`src/rtl/svi_pattern_gen.sv`:
```
// Burst pattern source: CHANNELS lanes of WIDTH-bit data in const/counter/walking-one/LFSR
// modes, delivered beat by beat over a valid/ready handshake.
module svi_pattern_gen #(
    parameter int unsigned      WIDTH     = 8,
    parameter int unsigned      CHANNELS  = 2,
    parameter int unsigned      LEN_W     = 16,
    parameter logic [WIDTH-1:0] CONST_VAL = '1,
    parameter logic [WIDTH-1:0] POLY      = WIDTH'(8'hB8),
    parameter logic [WIDTH-1:0] SEED      = WIDTH'(1)
) (
    input  logic                      i_clk,
    input  logic                      i_rst,
    input  logic                      i_start,
    input  logic [1:0]                i_mode,
    input  logic [LEN_W-1:0]          i_len,
    output logic                      o_valid,
    input  logic                      i_ready,
    output logic [CHANNELS*WIDTH-1:0] o_a,
    output logic                      o_last,
    output logic                      o_busy,
    output logic                      o_done
);

    localparam int unsigned DW = CHANNELS * WIDTH;

    typedef enum logic [1:0] {
        ST_IDLE = 2'd0,
        ST_RUN  = 2'd1,
        ST_DONE = 2'd2
    } state_t;

    state_t            state_q, state_d;
    logic              valid_q, valid_d;
    logic              last_q,  last_d;
    logic              busy_q,  busy_d;
    logic              done_q,  done_d;
    logic [DW-1:0]     a_q,     a_d;
    logic [1:0]        mode_q,  mode_d;
    logic [LEN_W-1:0]  len_q,   len_d;
    logic [LEN_W-1:0]  n_q,     n_d;
    logic [WIDTH-1:0]  lfsr_q,  lfsr_d;

    // Rotate left; sh is always in [0, WIDTH-1] so the right shift by WIDTH yields zero.
    function automatic logic [WIDTH-1:0] rotl(input logic [WIDTH-1:0] x, input int unsigned sh);
        return (x << sh) | (x >> (WIDTH - sh));
    endfunction

    function automatic logic [WIDTH-1:0] lfsr_next(input logic [WIDTH-1:0] x);
        return {x[WIDTH-2:0], ^(x & POLY)};
    endfunction

    // All lanes of one beat, from the beat index and the shared LFSR state.
    function automatic logic [DW-1:0] beat_val(input logic [1:0]       mode,
                                                input logic [LEN_W-1:0] n,
                                                input logic [WIDTH-1:0] l);
        logic [DW-1:0]    v;
        logic [WIDTH-1:0] lane;
        v = '0;
        for (int unsigned c = 0; c < CHANNELS; c++) begin
            case (mode)
                2'd0:    lane = CONST_VAL;
                2'd1:    lane = WIDTH'(n) + WIDTH'(c);
                2'd2:    lane = rotl(WIDTH'(1), (32'(n) % WIDTH + c) % WIDTH);
                default: lane = rotl(l, c % WIDTH);
            endcase
            v[c*WIDTH +: WIDTH] = lane;
        end
        return v;
    endfunction

    always_comb begin
        state_d = state_q;
        valid_d = valid_q;
        last_d  = last_q;
        done_d  = 1'b0;
        a_d     = a_q;
        mode_d  = mode_q;
        len_d   = len_q;
        n_d     = n_q;
        lfsr_d  = lfsr_q;

        case (state_q)
            ST_IDLE: begin
                if (i_start) begin
                    mode_d = i_mode;
                    len_d  = i_len;
                    n_d    = '0;
                    lfsr_d = SEED;
                    if (i_len != '0) begin
                        state_d = ST_RUN;
                        valid_d = 1'b1;
                        a_d     = beat_val(i_mode, '0, SEED);
                        last_d  = (i_len == LEN_W'(1));
                    end else begin
                        state_d = ST_DONE;
                        done_d  = 1'b1;
                    end
                end
            end
            ST_RUN: begin
                if (valid_q && i_ready) begin
                    lfsr_d = lfsr_next(lfsr_q);
                    if (last_q) begin
                        state_d = ST_DONE;
                        valid_d = 1'b0;
                        last_d  = 1'b0;
                        done_d  = 1'b1;
                    end else begin
                        n_d    = n_q + LEN_W'(1);
                        a_d    = beat_val(mode_q, n_d, lfsr_d);
                        last_d = (n_d == len_q - LEN_W'(1));
                    end
                end
            end
            ST_DONE: state_d = ST_IDLE;
            default: state_d = ST_IDLE;
        endcase

        busy_d = (state_d == ST_RUN);
    end

    always_ff @(posedge i_clk) begin
        if (i_rst) begin
            state_q <= ST_IDLE;
            valid_q <= 1'b0;
            last_q  <= 1'b0;
            busy_q  <= 1'b0;
            done_q  <= 1'b0;
            a_q     <= '0;
            mode_q  <= '0;
            len_q   <= '0;
            n_q     <= '0;
            lfsr_q  <= SEED;
        end else begin
            state_q <= state_d;
            valid_q <= valid_d;
            last_q  <= last_d;
            busy_q  <= busy_d;
            done_q  <= done_d;
            a_q     <= a_d;
            mode_q  <= mode_d;
            len_q   <= len_d;
            n_q     <= n_d;
            lfsr_q  <= lfsr_d;
        end
    end

    assign o_valid = valid_q;
    assign o_last  = last_q;
    assign o_busy  = busy_q;
    assign o_done  = done_q;
    assign o_a     = a_q;

endmodule

```
`config.mk`:
```
export PLATFORM = sky130hd
export DESIGN_NAME = svi_pattern_gen
export DESIGN_NICKNAME = d
export VERILOG_FILES = /design/src/rtl/svi_pattern_gen.sv
export SDC_FILE = /design/constraint.sdc
export NUM_CORES = 1
export LEC_CHECK = 0
export CORE_MARGIN = 10
export CORE_UTILIZATION = 55
export CTS_CLUSTER_SIZE = 16
export DETAILED_ROUTE_END_ITERATION = 10
export PLACE_DENSITY = 0.78
export SKIP_LAST_GASP = 1
export SLEW_MARGIN = 20
export SYNTH_ARGS = -nofsm -noshare
export SYNTH_HDL_FRONTEND = slang
export SYNTH_SLANG_ARGS = --single-unit
```
`constraint.sdc`:
```
create_clock -name i_clk -period 3.69 [get_ports i_clk]
set_input_delay 0.9225 -clock i_clk [delete_from_list [all_inputs] [get_ports i_clk]]
set_output_delay 0.9225 -clock i_clk [all_outputs]
set_load 0.01 [all_outputs]
```
==> metrics.csv <==
metric,value,unit
Pwr Density,387,nW/um^2
nets@finish,559,
Mapped Area,3800,sq um
antenna cells,0,
fraction of layout cells with a size suffix above 1,6.94,%
Max Root-Sink Buffers,2,
Post-CTS Setup Repair Bufs,0,
Vias,3688,
headroom to the max-slew limit,30.0,%
largest net degree at the start of global routing,59,
routability congestion estimate,0.902,
Clock Skews,10.2,ps
worst setup margin,499,ps
max cap viols,0,
Post-Synth Adder-Cell Area,2.96,%
post-synthesis sequential area ratio,33.7,%
drt pass-1 iters,5,
PostCTS Resize Cnt,0,
"EDFF count, synth",0,
initial core utilization,56.2,%
number of I/O pins,42,
crit path capture type,flip-flop,
final hold vios,0,
synthesis-stage register bit count,64,
Seq. cell area,1280,sq um
TritonCTS clock tree,done,
Pins Over Slew Limit,0,
clk root buf,clkbuf_8,
Mean Syn Cell Area,7.55,sq um
RSZ-0062 raised after global routing,false,
footprint of the multi-input gates,2340,sq um
antenna-violating nets left,0,
Post-Synth XOR/XNOR Area,12.0,%
DRC,0,
"Primary FF master, synth",dfxtp_1,
die width,103,um
kind of critical path,input port to flip-flop,
dpl hpwl,7430,um
Post-Route Setup TNS,0,ps
die area,10600,sq um
Worst-Skew Late Latency,360,ps
synth unique cells,51,
minimum clock period,3190,ps
CORE AREA,6760,sq um
Leakage,1.59,nW
Area after DPL,4240,sq um
final WL,10100,um
Synth Area in Compound Gates,20.5,%
VDD IR max,0.231,mV
multiplexer share of the synthesized area,0.527,%
Syn Inst Count,503,
H-tree depth,3,
final instance area,4440,sq um
largest family of logic cells by synthesized area,simple AND/OR/NAND/NOR gates,
actual slew at the worst max-slew pin,1050,ps
WL per Instance,16.5,um
port bufs,41,
num rows,30,
Syn Nets,534,
pre-CTS WS,229,ps
worst endpoint required time,3970,ps
initial antenna violation count,0,
Layout area overhead,16.8,%
Critical Path Source Type,input port,
Synth async-reset ratio,0,%
Hold Crit Class,flip-flop to flip-flop,
CP max FO,13,
Tot GR Track Use,19.7,%
"Hold-fix buffers, CTS",0,
vias in the first global route,3466,
Chip Height,103,um
first-pass GRT wire length,16700,um
"Data arrival, critical path",3470,ps
setup violators final,0,
Clock transition at path regs,80,ps
status,finished clean,
synthesis warning total,0,
DR vias/cell,6.02,
fraction of the mapped netlist area in simple logic gates,25.6,%
cts bufs inserted,9,
FMAX,0.313,GHz
fillers,606,
Final period util,86.5,%
initial drt markers,319,
TritonCTS Sinks,64,
global route total overflow,0,
## power breakdown
part           internal, W  total, W  switching [W]
registers         0.000723  0.000760      0.0000369
logic             0.000158  0.000324       0.000165
clock network     0.000319  0.000632       0.000314
## worst max-delay path, cell delays in order
cell and delay, ps:
clkdlybuf4s50_1 410, or4_1 510, nor4_1 460, nor4b_2 400, nor2_1 130, o31ai_1 90
buf_4 230, o21ba_2 170, nor3_1 150
## synth_stat cells (3+ instances only)
library cell  count  area, sq um
a211oi_1          4         30.0
a31oi_1           7         43.8
nand2b_1          3         18.8
nand4_1           3         18.8
o21ai_0          17         85.1
xor2_1           13          114
nor2_1           52          195
a22oi_1           9         67.6
nand2_1          72          270
inv_1            13         48.8
o211ai_1          5         37.5
o221a_2           4         45.0
a21oi_1          54          270
nor2b_1           5         31.3
nor3_1           24          120
dfxtp_1          64         1280
a221oi_1          4         35.0
xnor2_1          39          342
nor4_1           12         75.1
ha_1              9          113
o31ai_1           3         22.5
clkbuf_1         32          120
a21o_1            6         45.0
nand3_1          15         75.1
## per-stage QoR
stage	cells	power (W)	hold slack, ps	utilization [%]
5_1_grt	613	0.00179	505	65.7
6_report	613	0.00172	482	65.7
2_1_floorplan	503	0.000984	448	-
4_1_cts	613	0.00172	482	65.7
3_3_place_gp	597	0.00109	468	62.7
3_5_place_dp	597	0.00110	471	62.7
## registers in the layout, indices dropped and copies added (netlist names)
register / cells
o_last: 1
o_busy: 1
len_q: 16
o_done: 1
mode_q: 2
lfsr_q: 8
state_q: 2
o_a: 16
n_q: 16
o_valid: 1
## layer usage
layer,vias to the layer above,part of all wire [%],track usage (%)
met5,-,0,0
met4,0,2.4,8.24
met3,24,5.5,4.22
met2,105,48,33.9
met1,1739,44,23.0
li1,1820,-,-
## area by class of cell
class / instances / area share, %
Clock buffer: 9 / 2.79
Multi-Input combinational cell: 391 / 52.7
Inverter: 13 / 1.10
Sequential cell: 64 / 28.9
Timing Repair Buffer: 49 / 10.5
Tap cell: 80 / 2.26
Clock inverter: 7 / 1.75
## final timing paths
path / from / endpoint / slack (ps) / depth (start not counted)
worst max-delay path: i_len[8] / o_a[7] / 500 / 9
worst min-delay path: len_q[1] / len_q[1] / 480 / 2
worst max register to register: n_q[0] / o_a[13] / 940 / 9
worst min register to register: len_q[1] / len_q[1] / 480 / 2
## cell usage in the layout (no fill, tap or decap), types with 2 or more instances in the layout
| cell type | instances |
|---|---|
| a21o_1 | 6 |
| or4_4 | 2 |
| o211ai_1 | 5 |
| mux2i_1 | 2 |
| clkbuf_8 | 9 |
| nand3_1 | 15 |
| inv_1 | 13 |
| nand2_1 | 72 |
| o31ai_1 | 3 |
| and4_1 | 2 |
| a22oi_1 | 9 |
| or4_1 | 2 |
| inv_6 | 3 |
| a31oi_1 | 7 |
| buf_4 | 8 |
| clkdlybuf4s50_1 | 40 |
| xor2_1 | 13 |
| nand2b_1 | 3 |
| xnor2_1 | 39 |
| nor2b_1 | 5 |
| a221oi_1 | 4 |
| ha_1 | 9 |
| o221a_2 | 4 |
| o21bai_1 | 2 |
| nor4_1 | 12 |
| a21oi_1 | 54 |
| nand4_1 | 3 |
| a211oi_1 | 4 |
| nor2_1 | 52 |
| dfxtp_1 | 64 |
| o21ai_0 | 17 |
| nor3_1 | 24 |
## cell families (layout without fill, tap and decap cells)
kind of cell               after synthesis  in the layout
DFF                                     64             64
buffers and inverters                   48             78
xor gates and xnor gates                52             52
adders and majority gates                9              9
and+or+nand+nor                        204            204
AOI/OAI and AO/OA                      124            124
muxes                                    2              2
Power figures use the tool's default switching activity.
